File: src/rtl/pid_sequencer.sv
// Sample-rate sequencer for a single PID core: sample tick, feedback intake,
// one-cycle PID enable, control-word return and sample-aligned gain commit.
module pid_sequencer #(
    parameter int DW       = 32,
    parameter int PERIOD_W = 16,
    parameter int PID_LAT  = 1
) (
    input  logic                clk,
    input  logic                srst,
    input  logic                start,
    input  logic                stop,
    input  logic [PERIOD_W-1:0] period,
    input  logic [DW-1:0]       ref_in,
    input  logic                cfg_we,
    input  logic [1:0]          cfg_sel,
    input  logic [DW-1:0]       cfg_data,
    input  logic                fb_valid,
    input  logic [DW-1:0]       fb_data,
    output logic                fb_ready,
    output logic                pid_en,
    output logic [DW-1:0]       pid_reference,
    output logic [DW-1:0]       pid_feedback,
    output logic [DW-1:0]       pid_k1,
    output logic [DW-1:0]       pid_k2,
    output logic [DW-1:0]       pid_k3,
    input  logic [DW-1:0]       pid_control,
    output logic                out_valid,
    output logic [DW-1:0]       out_data,
    input  logic                out_ready,
    output logic                busy,
    output logic                overrun,
    output logic [31:0]         sample_cnt
);

    localparam int HW = $clog2(PID_LAT + 1);

    localparam logic [HW-1:0] HOLD_INIT = HW'(PID_LAT);
    localparam logic [HW-1:0] HOLD_ONE  = HW'(1);

    localparam logic [2:0] S_IDLE      = 3'd0;
    localparam logic [2:0] S_WAIT_TICK = 3'd1;
    localparam logic [2:0] S_WAIT_FB   = 3'd2;
    localparam logic [2:0] S_RUN       = 3'd3;
    localparam logic [2:0] S_HOLD      = 3'd4;
    localparam logic [2:0] S_OUT       = 3'd5;

    logic [2:0]          state_q, state_d;
    logic [PERIOD_W-1:0] tick_cnt_q, tick_cnt_d;
    logic [HW-1:0]       hold_q, hold_d;
    logic [DW-1:0]       sh_k1_q, sh_k1_d;
    logic [DW-1:0]       sh_k2_q, sh_k2_d;
    logic [DW-1:0]       sh_k3_q, sh_k3_d;
    logic [DW-1:0]       k1_q, k1_d;
    logic [DW-1:0]       k2_q, k2_d;
    logic [DW-1:0]       k3_q, k3_d;
    logic [DW-1:0]       ref_q, ref_d;
    logic [DW-1:0]       fb_q, fb_d;
    logic [DW-1:0]       out_data_q, out_data_d;
    logic                out_valid_q, out_valid_d;
    logic                overrun_q, overrun_d;
    logic                commit_pend_q, commit_pend_d;
    logic                stop_pend_q, stop_pend_d;
    logic [31:0]         sample_cnt_q, sample_cnt_d;

    logic                tick;
    logic                commit_now;
    logic [PERIOD_W-1:0] reload;

    // A zero period behaves as a tick every cycle.
    assign reload = (period == '0) ? '0 : period - PERIOD_W'(1);
    assign tick   = (state_q != S_IDLE) && (tick_cnt_q == '0);

    always_comb begin
        state_d       = state_q;
        tick_cnt_d    = tick_cnt_q;
        hold_d        = hold_q;
        sh_k1_d       = sh_k1_q;
        sh_k2_d       = sh_k2_q;
        sh_k3_d       = sh_k3_q;
        k1_d          = k1_q;
        k2_d          = k2_q;
        k3_d          = k3_q;
        ref_d         = ref_q;
        fb_d          = fb_q;
        out_data_d    = out_data_q;
        out_valid_d   = out_valid_q;
        overrun_d     = overrun_q;
        stop_pend_d   = stop_pend_q;
        sample_cnt_d  = sample_cnt_q;
        commit_now    = 1'b0;
        commit_pend_d = commit_pend_q;

        if (state_q != S_IDLE) begin
            tick_cnt_d = tick ? reload : tick_cnt_q - PERIOD_W'(1);
        end

        // A tick that finds the loop still busy is dropped, not queued.
        if (tick && (state_q != S_WAIT_TICK)) begin
            overrun_d = 1'b1;
        end

        case (state_q)
            S_IDLE: begin
                if (start) begin
                    state_d    = S_WAIT_TICK;
                    tick_cnt_d = reload;
                    overrun_d  = 1'b0;
                    commit_now = commit_pend_q;
                end
            end
            S_WAIT_TICK: begin
                if (stop) begin
                    state_d = S_IDLE;
                end else if (tick) begin
                    state_d    = S_WAIT_FB;
                    commit_now = commit_pend_q;
                end
            end
            S_WAIT_FB: begin
                if (stop) begin
                    state_d = S_IDLE;
                end else if (fb_valid) begin
                    fb_d    = fb_data;
                    ref_d   = ref_in;
                    state_d = S_RUN;
                end
            end
            S_RUN: begin
                state_d = S_HOLD;
                hold_d  = HOLD_INIT;
                if (stop) begin
                    stop_pend_d = 1'b1;
                end
            end
            S_HOLD: begin
                hold_d = hold_q - HOLD_ONE;
                if (hold_q == HOLD_ONE) begin
                    out_data_d  = pid_control;
                    out_valid_d = 1'b1;
                    state_d     = S_OUT;
                end
                if (stop) begin
                    stop_pend_d = 1'b1;
                end
            end
            S_OUT: begin
                if (out_ready) begin
                    out_valid_d  = 1'b0;
                    sample_cnt_d = sample_cnt_q + 32'd1;
                    if (stop_pend_q || stop) begin
                        state_d = S_IDLE;
                    end else begin
                        state_d = S_WAIT_TICK;
                    end
                end else if (stop) begin
                    stop_pend_d = 1'b1;
                end
            end
            default: begin
                state_d = S_IDLE;
            end
        endcase

        if (commit_now) begin
            k1_d          = sh_k1_q;
            k2_d          = sh_k2_q;
            k3_d          = sh_k3_q;
            commit_pend_d = 1'b0;
        end

        if (cfg_we) begin
            case (cfg_sel)
                2'd0:    sh_k1_d = cfg_data;
                2'd1:    sh_k2_d = cfg_data;
                2'd2:    sh_k3_d = cfg_data;
                default: commit_pend_d = 1'b1;
            endcase
        end

        if (state_d == S_IDLE) begin
            stop_pend_d = 1'b0;
        end
    end

    always_ff @(posedge clk) begin
        if (srst) begin
            state_q       <= S_IDLE;
            tick_cnt_q    <= '0;
            hold_q        <= '0;
            sh_k1_q       <= '0;
            sh_k2_q       <= '0;
            sh_k3_q       <= '0;
            k1_q          <= '0;
            k2_q          <= '0;
            k3_q          <= '0;
            ref_q         <= '0;
            fb_q          <= '0;
            out_data_q    <= '0;
            out_valid_q   <= 1'b0;
            overrun_q     <= 1'b0;
            commit_pend_q <= 1'b0;
            stop_pend_q   <= 1'b0;
            sample_cnt_q  <= '0;
        end else begin
            state_q       <= state_d;
            tick_cnt_q    <= tick_cnt_d;
            hold_q        <= hold_d;
            sh_k1_q       <= sh_k1_d;
            sh_k2_q       <= sh_k2_d;
            sh_k3_q       <= sh_k3_d;
            k1_q          <= k1_d;
            k2_q          <= k2_d;
            k3_q          <= k3_d;
            ref_q         <= ref_d;
            fb_q          <= fb_d;
            out_data_q    <= out_data_d;
            out_valid_q   <= out_valid_d;
            overrun_q     <= overrun_d;
            commit_pend_q <= commit_pend_d;
            stop_pend_q   <= stop_pend_d;
            sample_cnt_q  <= sample_cnt_d;
        end
    end

    assign fb_ready      = (state_q == S_WAIT_FB);
    assign pid_en        = (state_q == S_RUN);
    assign busy          = (state_q != S_IDLE);
    assign pid_reference = ref_q;
    assign pid_feedback  = fb_q;
    assign pid_k1        = k1_q;
    assign pid_k2        = k2_q;
    assign pid_k3        = k3_q;
    assign out_valid     = out_valid_q;
    assign out_data      = out_data_q;
    assign overrun       = overrun_q;
    assign sample_cnt    = sample_cnt_q;

endmodule
File: config.mk
export PLATFORM = sky130hd
export DESIGN_NAME = pid_sequencer
export DESIGN_NICKNAME = d
export VERILOG_FILES = /design/src/rtl/pid_sequencer.sv
export SDC_FILE = /design/constraint.sdc
export NUM_CORES = 1
export LEC_CHECK = 0
export ABC_CLOCK_PERIOD_IN_PS = 2100
export CELL_PAD_IN_SITES_DETAIL_PLACEMENT = 1
export CELL_PAD_IN_SITES_GLOBAL_PLACEMENT = 2
export CORE_MARGIN = 10
export CORE_UTILIZATION = 25
export CTS_BUF_LIST = sky130_fd_sc_hd__clkbuf_4 sky130_fd_sc_hd__clkbuf_8
export CTS_CLUSTER_DIAMETER = 50
export CTS_CLUSTER_SIZE = 40
export DETAILED_ROUTE_END_ITERATION = 10
export GPL_TIMING_DRIVEN = 0
export PLACE_DENSITY_LB_ADDON = 0.1
export SLEW_MARGIN = 30
export SYNTH_ARGS = -nofsm -noshare
export SYNTH_HDL_FRONTEND = slang
export SYNTH_SLANG_ARGS = --single-unit
File: constraint.sdc
create_clock -name clk -period 2.1 [get_ports clk]
set_clock_uncertainty 0.15 [all_clocks]
set_input_delay 0.315 -clock clk [delete_from_list [all_inputs] [get_ports clk]]
set_output_delay 0.315 -clock clk [all_outputs]
set_load 0.01 [all_outputs]
### Word level (Yosys, flattened, before mapping)

Cells that the tools add are included.

| word-level totals | value |
|---|---|
| flip-flop bits (word level) | 344 |

| operators by class | value |
|---|---|
| add/subtract/negate cells | 4 |
| eq/ne operators | 11 |
| mux-type cells | 31 |
| bitwise operators | 1 |
| reduce and logical (&&, ||, !) cells | 23 |

Operator list:

| cell | count |
|---|---|
| 16-bit two-way mux | 5 |
| 32-bit by 1-bit adder with 32-bit output (second input constant) | 1 |
| 16-bit logical NOT | 2 |
| 16-bit by 1-bit subtractor with 16-bit output (second input constant) | 2 |
| 3-bit two-way mux | 7 |
| 3-bit case mux with 6 select lines | 1 |
| 1-bit two-way mux | 14 |
| 2-bit AND reduction | 6 |
| 1-bit case mux with 2 select lines | 4 |
| 3-bit by 2-bit == test with 1-bit output (second input constant) | 2 |
| 3-bit == test (second input constant) | 2 |
| 3-bit logical NOT | 2 |
| 2-bit != test (second input constant) | 3 |
| 3-bit AND reduction | 2 |
| 2-bit nonzero test | 3 |
| 2-bit OR reduction | 2 |
| 3-bit by 1-bit == test with 1-bit output (second input constant) | 1 |
| 3-bit by 1-bit != test with 1-bit output (second input constant) | 1 |
| 3-bit nonzero test | 1 |
| 3-bit OR reduction | 1 |
| 2-bit by 1-bit == test with 1-bit output (second input constant) | 1 |
| 2-bit == test (second input constant) | 1 |
| 1-bit logical AND | 2 |
| 2-bit logical NOT | 1 |
| other kinds (3) | 3 |

### Logic depth before layout (Yosys ltp)

| depth | value |
|---|---|
| depth in word-level cells | 8 |
| mapped depth | 11 |
| depth with buffers taken out | 8 |

### Least setup slack after synthesis

Ideal clock, no wire load.

| path | value |
|---|---|
| path type | reg2reg |
| start point | register tick_cnt_q[0] |
| end point | register tick_cnt_q[14] |
| arrival time | 1.898 ns |
| required time | 1.822 ns |
| path slack | -0.076 ns |
| stages on the path, launching flop included | 9 |
| period minus slack after synthesis | 2.176 ns |
| path through | dfxtp_1 -> inv_1 -> ha_1 -> or3b_2 -> or2_2 -> nor3_1 -> mux2i_1 -> a2bb2oi_1 -> nor2_1 |

| on the way | value |
|---|---|
| longest elaborated chain between the ends | 6 |
| elaborated cells on any way between the ends | 7 |

RTL lines:

| element | RTL line | source |
|---|---|---|
| start, declared | 48 | `logic [PERIOD_W-1:0] tick_cnt_q, tick_cnt_d;` |
| start signal, assigned | 206 | `tick_cnt_q <= tick_cnt_d;` |
| branches (longest 2 deep; another with 16-bit by 1-bit subtractor with 16-bit output) | n/a |  |
| 16-bit two-way mux * | 94 | `tick_cnt_d = tick ? reload : tick_cnt_q - PERIOD_W'(1);` |
| 16-bit two-way mux * | 93 | `if (state_q != S_IDLE) begin` |
| 16-bit two-way mux | 104 | `if (start) begin` |
| 16-bit two-way mux * | 102 | `case (state_q)` |

Mark *: on every way between the ends.
A chain may end at the register's enable or synchronous reset.

### Worst setup path in the final report

| path | value |
|---|---|
| start point | register tick_cnt_q[0] |
| end point | register k1_q[1] (netlist: pid_k1[1]) |

| on the way | value |
|---|---|
| longest elaborated chain between the ends | 5 |

RTL lines:

| element | RTL line | source |
|---|---|---|
| 16-bit logical NOT | 71 | `assign tick = (state_q != S_IDLE) && (tick_cnt_q == '0);` |
| 1-bit logical AND | 71 |  |
| 1-bit two-way mux | 114 | `end else if (tick) begin` |
| 1-bit two-way mux | 112 | `if (stop) begin` |
| 1-bit case mux with 2 select lines | 102 |  |
| end signal, assigned | 211 | `k1_q <= k1_d;` |
| end, declared | 53 | `logic [DW-1:0] k1_q, k1_d;` |

No other way between the ends.

==> load_flow_metrics.sql <==
INSERT INTO impl_metrics (metric_group, metric, value, unit) VALUES
('sta', 'fin_ws', '-0.1865', 'ns'),
('sta', 'rsz0062_at_grt', 'yes', ''),
('synthesis', 'yosys_warnings', '0', ''),
('setup_path', 'endpoint_kind', 'flop', ''),
('grt', 'global_route_wire_length_before_repair', '84600', 'microns'),
('layout', 'syn2layout_area_growth', '54.64', '%'),
('status', 'violations', 'setup timing', ''),
('synthesis', 'syn_area', '13070', 'sq um'),
('setup_path', 'reg2regPathDepth', '11', ''),
('setup_path', 'regToRegSetupSlack', '-0.19', 'ns'),
('routing', 'final_antenna_net_count', '0', ''),
('clock_network', 'worstSkewPairLatency', '0.64', 'ns'),
('sta', 'clock.fmax', '0.4374', 'GHz'),
('place', 'preCtsSetupSlack', '-1.260', 'ns'),
('worst_hold_path', 'holdPathEnd', 'pid_reference[15]$_SDFFE_PP0P_', ''),
('sta', 'finalHoldViolations', '0', ''),
('synthesis', 'synthesis.area_per_instance', '7.909', 'sq um'),
('setup_path', 'cp_num_buf_inv', '4', ''),
('setup_path', 'rr_endpoint', 'pid_k1[1]$_SDFFE_PP0P_', ''),
('routing', 'first_iter_violations', '378', ''),
('synthesis', 'synthXorXnorAreaFrac', '2.950', '%'),
('clock_network', 'cts-root-to-sink-buffers', '3', ''),
('clock_network', 'cts_root_buffer', 'sky130_fd_sc_hd__clkbuf_8', ''),
('synthesis', 'syn_inst', '1652', ''),
('sta', 'slew_violations', '0', ''),
('synthesis', 'synth_seq_cells', '344', ''),
('synthesis', 'netlist-cell-type-count', '60', ''),
('layout', 'num-nets-final', '2279', ''),
('synthesis', 'synth_simple_gate_area_share', '25.71', '%'),
('grt', 'grtUsageTotal', '17.43', '%'),
('sta', 'number_of_setup_violations_in_the_final_report', '102', ''),
('die', 'fp-row-count', '83', ''),
('clock_network', 'cts-buffers-inserted', '50', ''),
('clock_network', 'cts_tree', 'built', ''),
('grt', 'grt_pass1_vias', '13500', ''),
('synthesis', 'synth_nets', '1810', ''),
('routing', 'routedWlPerCell', '20.10', 'microns'),
('sta', 'period_utilisation_layout', '108.9', '%'),
('setup_path', 'regToRegStartpoint', 'tick_cnt_q[0]$_SDFF_PP0_', ''),
('layout', 'utilization', '39.22', '%'),
('synthesis', 'synth_area_in_compound_gates', '13.82', '%'),
('setup_path', 'largest_driver_fanout_on_the_critical_path', '6', ''),
('routing', 'vias_per_cell', '4.570', ''),
('setup_path', 'crit_path_cell_trace', 'inv_2 > ha_4 > nor4b_4 > and4_4 > nand2_4 > a21bo_1 > buf_12 > buf_12 > buf_8 > nand2_2 > a21oi_1', ''),
('die', 'design.portCount', '382', ''),
('worst_hold_path', 'launch_instance_of_the_worst_min_delay_path', 'ref_in[15]', ''),
('sta', 'worst_hold_margin', '0.07337', 'ns'),
('status', 'run_status', 'complete, but fails checks', ''),
('clock_network', 'cts_sinks', '344', ''),
('clock_network', 'hold_bufs_at_cts', '0', ''),
('synthesis', 'synth-edff-count', '0', ''),
('die', 'dieArea', '61800', 'sq um'),
('setup_path', 'critPathRequiredTime', '2.43', 'ns'),
('setup_path', 'crit_top_cell', 'sky130_fd_sc_hd__buf_12', ''),
('synthesis', 'dominant_combinational_cell_family_by_area_after_synthesis', 'simple AND/OR/NAND/NOR gates', ''),
('sta', 'worst_pin_slew', '0.7809', 'ns'),
('power', 'power_leakage', '0.007939', 'uW'),
('power', 'power-per-cell-area', '738.0', 'nW/um^2'),
('power', 'vdd_ir_drop_max', '0.4463', 'mV'),
('setup_path', 'critical_path_class', 'flop to flop', ''),
('routing', 'drt_pass1_iterations', '4', ''),
('setup_path', 'max_stage_delay', '0.32', 'ns'),
('sta', 'timing.max_slew.rel_slack', '47.94', '%'),
('run', 'timing.max_cap.violations', '0', ''),
('synthesis', 'postSynth.topFlopCell', 'sky130_fd_sc_hd__dfxtp_1', ''),
('die', 'die_y', '248.6', 'microns'),
('synthesis', 'synth_mux_area_share', '0.3831', '%'),
('place', 'hpwl', '43180', 'microns'),
('power', 'totalPowerFinal', '14910', 'uW'),
('routing', 'vias', '13010', ''),
('setup_path', 'crit_arrival', '2.62', 'ns');
==> registers in the layout, summed over array words and instances, names as in the netlist, 3 cells and up <==
name,flops
pid_k2,32
sh_k3_q,32
sh_k2_q,32
sample_cnt,32
pid_k1,32
state_q,3
pid_feedback,32
out_data,32
sh_k1_q,32
pid_reference,32
tick_cnt_q,16
pid_k3,32
==> metal layers <==
layer  vias to the layer above  routed length, microns  track usage (%)
li1                       6402                       -                -
met1                      6217                   24030            20.62
met2                       283                   27450            28.97
met3                        86                    4686            6.962
met4                        18                     931            4.064
met5                         -                     108                0
==> timing repair <==
action	4_1_cts	5_1_grt
gates cloned	2	6
buffers inserted	14	14
pin swaps	8	52
endpoints found under the setup margin	335	250
resized for setup	185	207
==> stage by stage <==
stage / std cells / area, sq um / TNS, ns
final: 2846 / 20200 / -14.04
after global routing: 2844 / 20200 / -23.51
after detailed placement: 2713 / 17740 / -257.86
after floorplan: 1652 / 13080 / 0
after CTS: 2821 / 19240 / -8.321
after global placement: 2713 / 17740 / -256.17
==> worst max path at each step <==
stage / startpoint / endpoint / slack, ns / cells past startpoint
after global placement: srst / pid_k2[0]$_SDFFE_PP0P_ / -1.23 / 5
after detailed placement: srst / pid_k2[8]$_SDFFE_PP0P_ / -1.26 / 5
after floorplan: tick_cnt_q[0]$_SDFF_PP0_ / pid_k1[0]$_SDFFE_PP0P_ / 0.02 / 11
after CTS: tick_cnt_q[0]$_SDFF_PP0_ / pid_k2[24]$_SDFFE_PP0P_ / -0.15 / 11
after global routing: tick_cnt_q[1]$_SDFF_PP0_ / pid_k1[1]$_SDFFE_PP0P_ / -0.27 / 11
final: tick_cnt_q[0]$_SDFF_PP0_ / pid_k1[1]$_SDFFE_PP0P_ / -0.19 / 11
==> synthesized netlist by cell type, types with 2 or more instances <==
| master | instances | area, sq um |
|---|---|---|
| sky130_fd_sc_hd__and3_1 | 2 | 12.51 |
| sky130_fd_sc_hd__or3b_2 | 2 | 17.52 |
| sky130_fd_sc_hd__inv_1 | 7 | 26.28 |
| sky130_fd_sc_hd__nor2b_1 | 6 | 37.54 |
| sky130_fd_sc_hd__nand3_1 | 19 | 95.09 |
| sky130_fd_sc_hd__nand2_1 | 610 | 2290 |
| sky130_fd_sc_hd__xor2_1 | 34 | 297.8 |
| sky130_fd_sc_hd__nand3b_1 | 4 | 30.03 |
| sky130_fd_sc_hd__a211oi_1 | 4 | 30.03 |
| sky130_fd_sc_hd__nor4_2 | 2 | 25.02 |
| sky130_fd_sc_hd__xnor2_1 | 10 | 87.58 |
| sky130_fd_sc_hd__nand2b_1 | 2 | 12.51 |
| sky130_fd_sc_hd__or2_2 | 3 | 18.77 |
| sky130_fd_sc_hd__and3b_1 | 3 | 26.28 |
| sky130_fd_sc_hd__or3_1 | 6 | 37.54 |
| sky130_fd_sc_hd__buf_6 | 10 | 112.6 |
| sky130_fd_sc_hd__ha_1 | 5 | 62.56 |
| sky130_fd_sc_hd__nor2_1 | 74 | 277.8 |
| sky130_fd_sc_hd__o21ai_0 | 6 | 30.03 |
| sky130_fd_sc_hd__clkbuf_1 | 85 | 319.1 |
| sky130_fd_sc_hd__nor3_2 | 2 | 20.02 |
| sky130_fd_sc_hd__or4_4 | 2 | 22.52 |
| sky130_fd_sc_hd__nor4_4 | 2 | 42.54 |
| sky130_fd_sc_hd__nor3_1 | 18 | 90.09 |
| sky130_fd_sc_hd__dfxtp_1 | 344 | 6887 |
| sky130_fd_sc_hd__a21oi_1 | 312 | 1562 |
| sky130_fd_sc_hd__nor4_1 | 7 | 43.79 |
| sky130_fd_sc_hd__a2111oi_0 | 3 | 26.28 |
| sky130_fd_sc_hd__a22oi_1 | 3 | 22.52 |
| sky130_fd_sc_hd__nand4_1 | 15 | 93.84 |
| sky130_fd_sc_hd__mux2i_1 | 5 | 50.05 |
| sky130_fd_sc_hd__o31ai_1 | 3 | 22.52 |
| sky130_fd_sc_hd__and2_1 | 2 | 12.51 |
| sky130_fd_sc_hd__nor3b_1 | 3 | 22.52 |
| sky130_fd_sc_hd__and4_1 | 3 | 26.28 |
| sky130_fd_sc_hd__buf_2 | 10 | 50.05 |
==> report_power, final <==
part | switching, uW | total, uW | internal (uW)
combinational | 660 | 1260 | 603
sequential | 103 | 6720 | 6620
clock | 3060 | 6920 | 3870
==> cell families after synthesis <==
group / Yosys count
XOR/XNOR: 44
buffers and inverters: 114
multiplexers: 5
adder cells (fa/ha/maj): 5
AO/OA/AOI/OAI: 344
AND/OR/NAND/NOR: 796
flip-flops: 344
==> area by class of cell <==
type	instances	area, sq um
Clock inverter	35	508.0
Clock buffer	57	759.5
Buffer	106	665.6
Antenna cell	5	12.51
Multi-Input combinational cell	1194	6251
Tap cell	680	850.8
Sequential cell	344	6910
Fill cell	6161	31310
Timing Repair Buffer	417	4214
Inverter	8	32.53
==> worst min-delay path: stages <==
cell	delay, ns
sky130_fd_sc_hd__clkdlybuf4s50_1	0.40
sky130_fd_sc_hd__nand2_1	0.06
sky130_fd_sc_hd__a21oi_1	0.05
Note: power is estimated with default switching activity, not from simulation.
